$ cat src/rtl/mem_bus_arbiter.sv
`default_nettype none
`timescale 1ns/1ps
// ============================================================================
// Module   : mem_bus_arbiter
// Purpose  : Two-port arbiter for the shared Mem bus with a fixed access latency.
// Revision : 1.0
// ============================================================================
module mem_bus_arbiter #(
    parameter int LAT        = 1,
    parameter bit FIXED_PRIO = 1'b0
) (
    input  logic        clk,
    input  logic        reset_n,
    input  logic        req0,
    input  logic        rw0,
    input  logic [23:0] addr0,
    input  logic [31:0] wdata0,
    output logic        ack0,
    output logic [31:0] rdata0,
    input  logic        req1,
    input  logic        rw1,
    input  logic [23:0] addr1,
    input  logic [31:0] wdata1,
    output logic        ack1,
    output logic [31:0] rdata1,
    output logic        mem_enable,
    output logic        mem_rw,
    output logic [23:0] mem_addr,
    output logic [31:0] mem_wdata,
    input  logic [31:0] mem_rdata
);

    localparam logic [3:0] C_LAT_M1 = 4'(LAT - 1);

    typedef enum logic [1:0] {
        S_IDLE = 2'd0,
        S_BUSY = 2'd1,
        S_ACK  = 2'd2
    } state_t;

    state_t      r_state;
    state_t      w_next;
    logic [3:0]  r_cnt;
    logic        r_owner;
    logic        r_last;
    logic        w_grant_valid;
    logic        w_grant_port;
    logic        w_sel_rw;
    logic [23:0] w_sel_addr;
    logic [31:0] w_sel_wdata;

    always_comb begin
        w_next        = r_state;
        w_grant_valid = 1'b0;
        w_grant_port  = 1'b0;
        case (r_state)
            S_IDLE: begin
                if (req0 || req1) begin
                    w_grant_valid = 1'b1;
                    w_next        = S_BUSY;
                    // On a tie, round-robin favours the port that did not win last time
                    if (req0 && req1)
                        w_grant_port = FIXED_PRIO ? 1'b0 : ~r_last;
                    else
                        w_grant_port = req1;
                end
            end
            S_BUSY: begin
                if (r_cnt == 4'd0)
                    w_next = S_ACK;
            end
            S_ACK:   w_next = S_IDLE;
            default: w_next = S_IDLE;
        endcase
    end

    assign w_sel_rw    = w_grant_port ? rw1    : rw0;
    assign w_sel_addr  = w_grant_port ? addr1  : addr0;
    assign w_sel_wdata = w_grant_port ? wdata1 : wdata0;

    always_ff @(posedge clk or negedge reset_n) begin
        if (!reset_n) begin
            r_state    <= S_IDLE;
            r_cnt      <= 4'd0;
            r_owner    <= 1'b0;
            r_last     <= 1'b1;
            ack0       <= 1'b0;
            ack1       <= 1'b0;
            rdata0     <= 32'd0;
            rdata1     <= 32'd0;
            mem_enable <= 1'b0;
            mem_rw     <= 1'b0;
            mem_addr   <= 24'd0;
            mem_wdata  <= 32'd0;
        end else begin
            r_state <= w_next;
            ack0    <= 1'b0;
            ack1    <= 1'b0;
            if (w_grant_valid) begin
                r_owner    <= w_grant_port;
                r_cnt      <= C_LAT_M1;
                mem_enable <= 1'b1;
                mem_rw     <= w_sel_rw;
                mem_addr   <= w_sel_addr;
                mem_wdata  <= w_sel_wdata;
            end else if (r_state == S_BUSY) begin
                if (r_cnt == 4'd0) begin
                    mem_enable <= 1'b0;
                    r_last     <= r_owner;
                    if (r_owner) ack1 <= 1'b1;
                    else         ack0 <= 1'b1;
                    if (!mem_rw) begin
                        if (r_owner) rdata1 <= mem_rdata;
                        else         rdata0 <= mem_rdata;
                    end
                end else begin
                    r_cnt <= r_cnt - 4'd1;
                end
            end
        end
    end

endmodule
`default_nettype wire

$ cat config.mk
export PLATFORM = sky130hd
export DESIGN_NAME = mem_bus_arbiter
export DESIGN_NICKNAME = d
export VERILOG_FILES = /design/src/rtl/mem_bus_arbiter.sv
export SDC_FILE = /design/constraint.sdc
export NUM_CORES = 1
export LEC_CHECK = 0
export BUFFER_PORTS_ARGS = -buffer_cell sky130_fd_sc_hd__clkbuf_2
export CORE_UTILIZATION = 51
export DETAILED_ROUTE_END_ITERATION = 10
export GPL_ROUTABILITY_DRIVEN = 1
export PLACE_DENSITY = 0.95
export SYNTH_ARGS = -nofsm -noshare
export SYNTH_HDL_FRONTEND = slang
export SYNTH_SLANG_ARGS = --single-unit
export TNS_END_PERCENT = 30
$ cat constraint.sdc
create_clock -name clk -period 3.79 [get_ports clk]
set_input_delay 0.758 -clock clk [delete_from_list [all_inputs] [get_ports clk]]
set_output_delay 0.758 -clock clk [all_outputs]
set_load 0.05 [all_outputs]
# Word level (Yosys, flattened, before mapping)
# Index checks and enable logic that the tools add are counted.
# Widths: inputs -> output; s select.
[op_classes]
n_eq_ne = 4
n_reduce_logical = 12
addsub = 1
muxes = 25
bitwise = 4
[ops]
columns = ["operator", "count"]
rows = [
  ["$mux 32", 1],
  ["$mux 24", 1],
  ["$mux 1", 17],
  ["$mux 4", 3],
  ["$reduce_and 5->1", 2],
  ["$reduce_and 2->1", 3],
  ["$logic_not 4->1", 1],
  ["$mux 2", 2],
  ["$ne 2x2->1 const B", 2],
  ["$not 1->1", 4],
  ["$pmux 2 s2", 1],
  ["$reduce_bool 2->1", 2],
  ["$sub 4x1->4 const B", 1],
  ["$reduce_and 3->1", 1],
  ["$eq 2x1->1 const B", 1],
  ["$logic_not 2->1", 1],
  ["$ne 2x1->1 const B", 1],
  ["$logic_and 1x1->1", 1],
  ["$logic_or 1x1->1", 1],
]
[word_totals]
output_inout_bits = 124
register_bits = 132

# Depth between registers and ports, before layout
# Gate-level depths: netlist of run 1.
[depth]
word_depth = 5
ltp_mapped = 7

# Worst setup path before layout of run 1
# No wires, ideal clock.
[synth_path]
path_type = "flip-flop to flip-flop"
start = "register r_cnt[0]"
end = "register rdata0[0]"
setup_time_ns = 0.125
path_buffers = 2
t_required_ns = 3.665
path_slack_ns = 1.939
t_arrival_ns = 1.726
stages_incl_launch_ff = 8
cell_sequence = "dfrtp_1 inv_1 ha_1 nor4b_2 and4_1 clkbuf_2 buf_6 mux2_2"
[synth_between]
elab_chain_cells = 2
[synth_lines]
columns = ["element", "line", "source"]
rows = [
  ["start, declared", "43", "logic [3:0] r_cnt;"],
  ["start signal, assigned", "117", "r_cnt <= r_cnt - 4'd1;"],
  ["$logic_not 4->1", "107", "if (r_cnt == 4'd0) begin"],
  ["$reduce_and 5->1 (no source line)", "-", ""],
  ["end signal, assigned", "114", "else rdata0 <= mem_rdata;"],
  ["end, declared", "19", "output logic [31:0] rdata0,"],
]
# Every way passes these cells.
# A chain may end at the register's enable or synchronous reset.

# Worst setup path in the final report of run 1
[layout_path]
start = "register r_cnt[0]"
end = "register rdata0[24]"
# Same word-level chain as after synthesis.

==> metrics.yaml, run 1 <==
pwr:
  powerDensity_nw_per_um2: 1090
  ir_drop_uv: 880
  p_leak_nw: 3.99
worst_setup_path:
  cp-start-kind: "register"
  required_ns: 4.08
  path_class: "register to register"
  cp.arrival_ns: 2.43
  setup.worst_path.start: "r_cnt[0]"
  crit_path_end_kind: "register"
  regToRegSetupSlack_ns: 1.64
  crit-reg2reg-launch: "r_cnt[0]"
  worst-path-max-fanout: 32
routing:
  via_per_inst: 5.86
  wl_um: 16900
  vias: 5421
  drt_iter0_drc: 344
  drtPass1Iterations: 5
  avgRoutedWirePerCell_um: 18.2
  postRouteAntennaNets: 0
  drc: 0
clock_tree:
  cts_buffers: 17
  cts.clk_slew.worst_paths_ns: 0.06
  postCtsSetupRepairBufs: 0
  root_buffer: "clkbuf_16"
  htreeDepth: 4
  cts_resized: 0
  tritoncts: "done"
  cts.sinks: 132
  cts_hold_buf: 0
  clkLatencyLatePin_ns: 0.41
  clock_path_buffers: 2
global_routing:
  overflow: 0
  track_usage_pct: 28.2
  grt_pass1_wl_um: 27500
  grt_pass1_vias: 5378
  grt_start_max_net_pins: 84
  antenna_found_initial: 1
cells_and_area:
  fin_area_um2: 8030
  drive_above_1_share_pct: 48.9
  final_net_count: 920
  area_growth_pct: 34.0
sta:
  period_needed_ns: 2.15
  rsz0062_at_grt: "false"
  worst_pin_slew_ns: 1.06
  fin_setup_tns_ns: 0
  slew_viol_final: 0
  hold_viol: 0
  fin_crit_sh_pct: 56.6
  fmax_mhz: 466
  finalSetupViolCount: 0
  max_slew_margin_pct: 29.5
  skew_ns: 0.00783
placed_design:
  dp_hpwl_um: 11300
  portBuffers: 273
  gp_congestion: 0.825
  place_area_um2: 7410
logic_synthesis:
  yosys_warnings: 0
  syn_area_um2: 6000
  syn_avg_cell_area_um2: 11.6
  syn_inst: 516
  syn-num-nets: 668
  yosysSeqAreaShare_pct: 55.1
  synth_cell_types: 36
  ys_ff_latch: 132
die:
  io_pins: 274
  die-area_um2: 12200
  initial_core_util_pct: 52.5
  core_um2: 11400
  die_x_um: 110
  num_rows: 39
  fp.dieH_um: 110
hold_path:
  hold_class: "input port to asynchronous set/reset pin"
status:
  outcome: "complete, no violations"
flow_run:
  cap_violations: 0
==> state kept, by name (all words and copies together), names as in the netlist, 2 cells and up <==
name and cells:
rdata0 32, mem_wdata 32, rdata1 32, r_cnt 4, r_state 2, mem_addr 24
==> path summary, 6_finish.rpt <==
| kind | to | cells after the start |
|---|---|---|
| min | mem_addr[13] | 1 |
| max in group asynchronous | r_last | 2 |
| max reg2reg | rdata0[24] | 6 |
| max | rdata0[24] | 6 |
| min in group clk | rdata0[3] | 1 |
| min reg2reg | rdata0[3] | 1 |
==> cell usage after synthesis (all sizes together) <==
cell	n	area share, %
nand2b	3	0.31
nand3	1	0.083
inv	63	3.9
a221oi	1	0.15
mux2	64	12
nand4bb	1	0.46
o2111ai	56	8.2
o22ai	2	0.21
dfstp	1	0.44
nand4	1	0.10
a2111o	1	0.19
and4	1	0.15
nor2b	2	0.21
clkbuf	38	2.4
nor3b	1	0.13
or2	2	0.21
mux2i	2	0.33
nor4b	2	0.65
o221ai	1	0.15
nor3	1	0.083
dfrtp	131	55
o211ai	56	7.0
a41o	1	0.17
o21ai	62	5.2
buf	12	1.6
nor2	4	0.25
o311a	1	0.17
ha	2	0.42
nand2	3	0.19
==> worst max-delay path, cell delays in order, from the launching register on <==
cell and delay, ns:
dfrtp_1 0.40, inv_1 0.09, ha_1 0.26, nor4b_2 0.25, and4_1 0.22, buf_4 0.39, mux2_2 0.41
==> metal layers <==
metal	global-route usage (%)	up-vias	wire (µm)
li1	-	2429	-
met4	12.2	0	363
met3	6.97	43	1270
met1	34.2	2627	6560
met2	47.7	322	8670
met5	0	-	0
==> per-stage QoR <==
stage / total power [W] / util [%] / std cells / setup slack, ns / hold WS (ns)
after floorplan: 0.00586 / - / 516 / 1.94 / 0.462
after global placement: 0.00687 / 64.9 / 892 / 1.38 / 0.470
after detailed placement: 0.00702 / 64.9 / 892 / 1.31 / 0.490
after CTS: 0.00877 / 70.3 / 924 / 1.64 / 0.388
after global routing: 0.00912 / 70.4 / 925 / 1.48 / 0.413
final: 0.00873 / 70.4 / 925 / 1.64 / 0.373
==> kinds of logic after synthesis <==
family	count (synthesis)	synth area share, %
adder cells (fa/ha/maj)	2	0.417
AO/OA/AOI/OAI	181	21.4
flip-flops	132	55.1
multiplexers	66	12.4
AND/OR/NAND/NOR	22	2.82
buffers and inverters	113	7.91
==> power by group <==
part	leakage, nW	internal (W)	switching, W
logic	2.06	0.00110	0.00344
clock network	0.299	0.00110	0.000608
registers	1.63	0.00208	0.000393
total	3.99	0.00429	0.00444
==> cell usage in the layout (no fill, tap or decap), types with 2 or more instances in the layout <==
cell type	count
buf_4	10
dfrtp_1	131
mux2_1	3
mux2i_1	2
nand2b_1	3
o21ai_0	53
clkinv_4	4
clkbuf_1	3
o22ai_1	2
mux2_2	61
o211ai_1	56
nor2_1	2
clkinv_2	2
ha_1	2
or2_2	2
bufinv_16	4
nor2_4	2
clkbuf_16	17
clkbuf_2	272
nor2b_1	2
inv_1	62
o21ai_1	9
nand2_1	3
o2111ai_1	56
==> cell type report <==
class                           instances  area (µm²)
Tap cell                              143         179
Sequential cell                       132        3300
Multi-Input combinational cell        271        2240
Clock buffer                           20         437
Timing Repair Buffer                  283        1460
Inverter                               63         236
Fill cell                             800        3380
Antenna cell                            1        2.50
Clock inverter                         12         181
(Power assumes the default switching activity.)
==> run 2, diff against run 1 <==
--- a/config.mk
+++ b/config.mk
@@ -6,10 +6,10 @@
 export NUM_CORES = 1
 export LEC_CHECK = 0
 export BUFFER_PORTS_ARGS = -buffer_cell sky130_fd_sc_hd__clkbuf_2
-export CORE_UTILIZATION = 51
+export CORE_UTILIZATION = 43
 export DETAILED_ROUTE_END_ITERATION = 10
 export GPL_ROUTABILITY_DRIVEN = 1
-export PLACE_DENSITY = 0.95
+export PLACE_DENSITY = 0.89
 export SYNTH_ARGS = -nofsm -noshare
 export SYNTH_HDL_FRONTEND = slang
 export SYNTH_SLANG_ARGS = --single-unit
==> constraint.sdc (replaced) <==
create_clock -name clk -period 1.9 [get_ports clk]
set_input_delay 0.38 -clock clk [delete_from_list [all_inputs] [get_ports clk]]
set_output_delay 0.38 -clock clk [all_outputs]
set_load 0.05 [all_outputs]
==> metrics.yaml, run 2 (same netlist as run 1, synthesis figures left out) <==
status:
  outcome: "complete, no violations"
pwr:
  swShare_pct: 50.9  # about the same
  powerDensity_nw_per_um2: 2130  # +96%
  clockPowerShare_pct: 19.2  # -0.4 points
  combinationalPowerShare_pct: 52.8  # +0.8 points
  seq_power_share_pct: 28.0  # -0.3 points
  p_leak_nw: 4.09  # +2.6%
  p_int_w: 0.00869  # +100%
  p_sw_w: 0.00900  # +100%
  power_w: 0.0177  # +100%
  ir_drop_uv: 999  # +14%
placed_design:
  portBuffers: 273  # unchanged
  dp_hpwl_um: 11900  # +5.2%
  gp_congestion: 0.772  # -6.5%
die:
  io_pins: 274  # unchanged
  die-area_um2: 14400  # +18%
  die_x_um: 120  # +8.7%
  num_rows: 42  # +7.7%
  core_um2: 13400  # +17%
  initial_core_util_pct: 44.7  # -7.8 points
  fp.dieH_um: 120  # +8.7%
sta:
  skew_ns: 0.0104  # +0.00253 ns
  slew_viol_final: 0  # unchanged
  worst_pin_slew_ns: 0.609  # -0.448 ns
  fmax_mhz: 542  # +16%
  finalSetupViolCount: 0  # unchanged
  fin_crit_sh_pct: 97.0  # +40 points
  rsz0062_at_grt: "true"
  period_needed_ns: 1.84  # -0.303 ns
  whs_ns: 0.217  # -0.156 ns
  max_slew_margin_pct: 59.4  # +30 points
  hold_viol: 0  # unchanged
clock_tree:
  htreeDepth: 4  # unchanged
  cts.sinks: 132  # unchanged
  cts_buffers: 17  # unchanged
  cts.clk_slew.worst_paths_ns: 0.06  # about the same
  clkLatencyLatePin_ns: 0.41  # about the same
  root_buffer: "clkbuf_16"
  tritoncts: "done"
  clock_path_buffers: 2  # unchanged
cells_and_area:
  drive_above_1_share_pct: 50.3  # +1.4 points
  layout_commonest_cell: "clkbuf_2"
  reg_top3: "mem_wdata x32, rdata0 x32, rdata1 x32"
  final_net_count: 932  # +1.3%
  fillCellCount: 1058  # +32%
  area_growth_pct: 38.7
  final_cell_mix: "clkbuf_2, dfrtp_1, mux2_2, inv_1"
worst_setup_path:
  worst-path-max-fanout: 16  # -50%
  required_ns: 2.18  # -1.90 ns
  cp-start-kind: "register"
  cp.arrival_ns: 2.13  # -0.30 ns
  path_class: "register to register"
  crit_path_end_kind: "register"
routing:
  wl_um: 17400  # +3.1%
  vias: 5367  # -1.0%
  avgRoutedWirePerCell_um: 17.9  # -1.7%
  drc: 0  # unchanged
  drt_iter0_drc: 375  # +9.0%
  postRouteAntennaNets: 0  # unchanged
  via_per_inst: 5.53  # -5.6%
  drtPass1Iterations: 5  # unchanged
global_routing:
  track_usage_pct: 24.7  # -3.5 points
  overflow: 0  # unchanged
  grt_pass1_vias: 5383  # +0.093%
  antenna_found_initial: 1  # unchanged
  grt_pass1_wl_um: 27900  # +1.2%
  grt_start_max_net_pins: 57  # -32%
hold_path:
  hold_class: "input port to register"
flow_run:
  cap_violations: 0  # unchanged
## run 2: cell count changes in the layout (fill, tap and decap cells not counted), moves of 2 or more
cell        delta
buf_12         +7
clkinvlp_4     +3
inv_6          +3
buf_4          +2
clkbuf_1       -2
clkinv_2       -2
clkinv_4       -2
inv_1          -2
inv_2          +2
## run 2: worst max-delay path, cell delays in order (launching register included)
cell       delay (ns)
dfrtp_1          0.38
inv_2            0.08
ha_4             0.16
nand4bb_4        0.14
nor4b_4          0.26
buf_4            0.17
clkbuf_16        0.18
mux2_2           0.34
## run 2: layer usage
| metal | track usage, % | vias to the layer above | part of all wire, % |
|---|---|---|---|
| li1 | - | 2446 | - |
| met1 | 29.3 | 2623 | 39 |
| met2 | 43.3 | 274 | 52 |
| met3 | 6.23 | 24 | 7.4 |
| met4 | 8.05 | 0 | 1.4 |
| met5 | 0 | - | 0 |
## run 2: area by class of cell
class	instances	area, µm²	area share (%)
clock buffers	19	443	5.32
diodes	1	2.50	0.0301
multi-input cells	271	2260	27.2
repair buffers	295	1670	20.1
clock inverters	13	173	2.08
inverters	63	236	2.84
flip-flops and latches	132	3300	39.7
well taps	176	220	2.65
## run 2: final timing paths
check	startpoint	to	slack, ns	depth (start not counted)
max	r_cnt[0]	rdata1[26]	0.06	7
min	mem_rdata[3]	rdata0[3]	0.22	2
max reg2reg	r_cnt[0]	rdata1[26]	0.06	7
min reg2reg	rdata0[3]	rdata0[3]	0.49	1
max in group asynchronous	reset_n	rdata1[0]	0.99	3
min in group asynchronous	reset_n	mem_wdata[18]	0.54	3
## run 2: power groups by stage
stage	logic, W	registers [W]	clock network [W]
2_1_floorplan	0.00241	0.00928	0
3_5_place_dp	0.00927	0.00495	0
6_report	0.00934	0.00495	0.00339
4_1_cts	0.00932	0.00494	0.00345
5_1_grt	0.00985	0.00511	0.00358
3_3_place_gp	0.00908	0.00489	0
## run 2: per-stage QoR
| step | setup TNS (ns) | instance area (µm²) | instances | utilization [%] | worst slack (ns) |
|---|---|---|---|---|---|
| after floorplan | 0 | 6000 | 516 | - | 0.0488 |
| after global placement | 0 | 7600 | 933 | 56.7 | 0.0366 |
| after detailed placement | -1.54 | 7600 | 933 | 56.7 | -0.0596 |
| after CTS | 0 | 8280 | 967 | 61.8 | 0.0329 |
| after global routing | -0.0393 | 8320 | 970 | 62.1 | -0.00927 |
| final | 0 | 8320 | 970 | 62.1 | 0.0565 |
## run 2: what timing repair did
item / CTS / global route
gates cloned: 1 / 1
setup buffers: 0 / 1
resized for setup: 6 / 3
setup endpoints to repair: 45 / 46
hold buffers: 1 / 0
hold endpoints to repair: 94 / 0
pin swaps: 1 / 1
==> run 3, diff against run 2 <==
==> config.mk (replaced) <==
export PLATFORM = sky130hd
export DESIGN_NAME = mem_bus_arbiter
export DESIGN_NICKNAME = d
export VERILOG_FILES = /design/src/rtl/mem_bus_arbiter.sv
export SDC_FILE = /design/constraint.sdc
export NUM_CORES = 1
export LEC_CHECK = 0
export CORE_AREA = 2 2 106 108
export DETAILED_ROUTE_END_ITERATION = 10
export DIE_AREA = 0 0 108 110
export DONT_BUFFER_PORTS = 1
export GPL_ROUTABILITY_DRIVEN = 1
export PLACE_DENSITY = 0.86
export SYNTH_ARGS = -nofsm -noshare
export SYNTH_HDL_FRONTEND = slang
export SYNTH_SLANG_ARGS = --single-unit
export TNS_END_PERCENT = 30
==> metrics.yaml, run 3 (same netlist as run 1, synthesis figures left out) <==
cells_and_area:
  area_growth_pct: 15.9
  reg_top3: "mem_wdata x32, rdata0 x32, rdata1 x32"
  final_net_count: 675  # -28%
  multi_input_area_um2: 2270  # +0.17%
  layout_commonest_cell: "dfrtp_1"
  drive_above_1_share_pct: 23.1  # -27 points
  fillCellCount: 777  # -27%
  ff_latch_area_um2: 3300  # unchanged
  antenna_cells: 0  # -1
  final_util_pct: 65.0  # +2.9 points
  final_cell_mix: "dfrtp_1, inv_1, mux2_2"
routing:
  drtPass1Iterations: 7  # +2
  vias: 4429  # -17%
  wl_met1_um: 5840  # -14%
  drt_iter0_drc: 452  # +21%
  postRouteAntennaNets: 0  # unchanged
  met3_length_um: 1660  # +29%
  via_per_inst: 6.55  # +18%
  wl_um: 15900  # -8.4%
  avgRoutedWirePerCell_um: 23.6  # +31%
  wl_met2_um: 8110  # -10%
  drc: 0  # unchanged
  top_layer: "met4"
sta:
  finalSetupViolCount: 0  # unchanged
  hold_viol: 132  # +132
  skew_ns: 0.0116  # +0.00121 ns
  worst_slack_ns: 0.0320  # -0.0245 ns
  fin_crit_sh_pct: 98.3  # +1.3 points
  period_needed_ns: 1.87  # +0.0245 ns
  rsz0062_at_grt: "true"
  fmax_mhz: 535  # -1.3%
  fin_setup_tns_ns: 0  # unchanged
  max_slew_margin_pct: 63.7  # +4.3 points
  worst_pin_slew_ns: 0.545  # -0.0638 ns
  slew_viol_final: 0  # unchanged
  whs_ns: -0.433  # -0.651 ns
worst_setup_path:
  rr_worst_depth: 6  # -1
  path_class: "register to register"
  worst-path-max-fanout: 16  # unchanged
  cp-start-kind: "register"
  cp.arrival_ns: 2.25  # +0.12 ns
  regToRegSetupSlack_ns: 0.03  # -0.02 ns
  crit-reg2reg-launch: "r_cnt[0]"
  required_ns: 2.28  # +0.10 ns
  r2r-end: "rdata0[1]"
  setup.worst_path.start: "r_cnt[0]"
  crit_path_end_kind: "register"
placed_design:
  pre_cts_slack_ns: -0.0514  # +0.00822 ns
  gp_congestion: 0.798  # +3.5%
  portBuffers: 0  # -100%
  dp_hpwl_um: 10500  # -12%
clock_tree:
  clock_path_buffers: 2  # unchanged
  root_buffer: "clkbuf_8"
  cts.sinks: 132  # unchanged
  tritoncts: "done"
  cts_buffers: 17  # unchanged
  htreeDepth: 4  # unchanged
  clkLatencyLatePin_ns: 0.50  # +0.09 ns
  cts.clk_slew.worst_paths_ns: 0.06  # about the same
global_routing:
  track_usage_pct: 25.0  # +0.34 points
  grt_pass1_wl_um: 22700  # -18%
  antenna_found_initial: 0  # -1
  grt_pass1_vias: 4371  # -19%
  overflow: 0  # unchanged
  grt_start_max_net_pins: 133  # +130%
die:
  initial_core_util_pct: 56.0  # +11 points
  fp.dieH_um: 110  # -8.4%
  die-area_um2: 11900  # -18%
  die_x_um: 108  # -10%
  io_pins: 274  # unchanged
  core_um2: 10700  # -20%
  num_rows: 38  # -9.5%
pwr:
  p_leak_nw: 2.98  # -27%
  ir_drop_uv: 1020  # +2.4%
  powerDensity_nw_per_um2: 2290  # +7.5%
status:
  violations: "hold timing"
  outcome: "complete, but fails checks"
flow_run:
  cap_violations: 0  # unchanged
hold_path:
  hold_class: "input port to asynchronous set/reset pin"
[run 3: cell types whose count changed in the layout (fill, tap and decap cells not counted), sizes merged, moves of 3 or more]
cell,before,now
buf,21,18
dlygate4sd3,1,19
clkinvlp,4,1
clkbuf,292,18
clkinv,3,9
[run 3: metrics by stage]
step	area, µm²	total power, W	std cells
6_report	6950	0.0159	676
5_1_grt	6950	0.0166	676
4_1_cts	6790	0.0158	660
3_5_place_dp	6110	0.0127	622
3_3_place_gp	6110	0.0124	622
2_1_floorplan	6000	0.0117	516
[run 3: area by class of cell]
class | instances | share of cell area [%]
Timing Repair Buffer | 38 | 5.69
Clock buffer | 18 | 6.01
Inverter | 63 | 3.40
Clock inverter | 14 | 2.20
Multi-Input combinational cell | 271 | 32.6
Tap cell | 140 | 2.52
Sequential cell | 132 | 47.5
[run 3: timing repair]
action	4_1_cts	5_1_grt
hold endpoints to repair	137	149
endpoints found under the setup margin	48	16
pin swaps	0	2
gates cloned	1	0
buffers inserted	0	2
hold buffers	5	14
gates resized for setup	7	2
[run 3: worst max-delay path: stages, from the launching register on]
cell and delay [ns]:
dfrtp_1 0.39, inv_2 0.09, ha_4 0.15, nor4b_4 0.20, and4_4 0.26, bufbuf_16 0.29
mux2_2 0.36
[run 3: report_power, final]
part           internal [W]  leakage [nW]  total [W]  switching [W]
Sequential          0.00406          1.63    0.00961        0.00555
Clock               0.00188         0.280    0.00311        0.00123
Combinational       0.00149          1.07    0.00318        0.00169
[run 3: worst max-delay path by stage]
stage / to / slack [ns] / cells past startpoint
after floorplan: rdata0[0] / 0.05 / 7
after global placement: rdata0[25] / 0.04 / 6
after detailed placement: rdata0[21] / -0.05 / 6
after CTS: rdata0[3] / 0.02 / 6
after global routing: rdata0[1] / -0.03 / 6
final: rdata0[1] / 0.03 / 6
[run 3: routing by layer]
layer | vias to the layer above | GRT usage [%]
li1 | 1929 | -
met1 | 2199 | 28.7
met2 | 274 | 43.2
met3 | 27 | 8.82
met4 | 0 | 9.43
met5 | - | 0
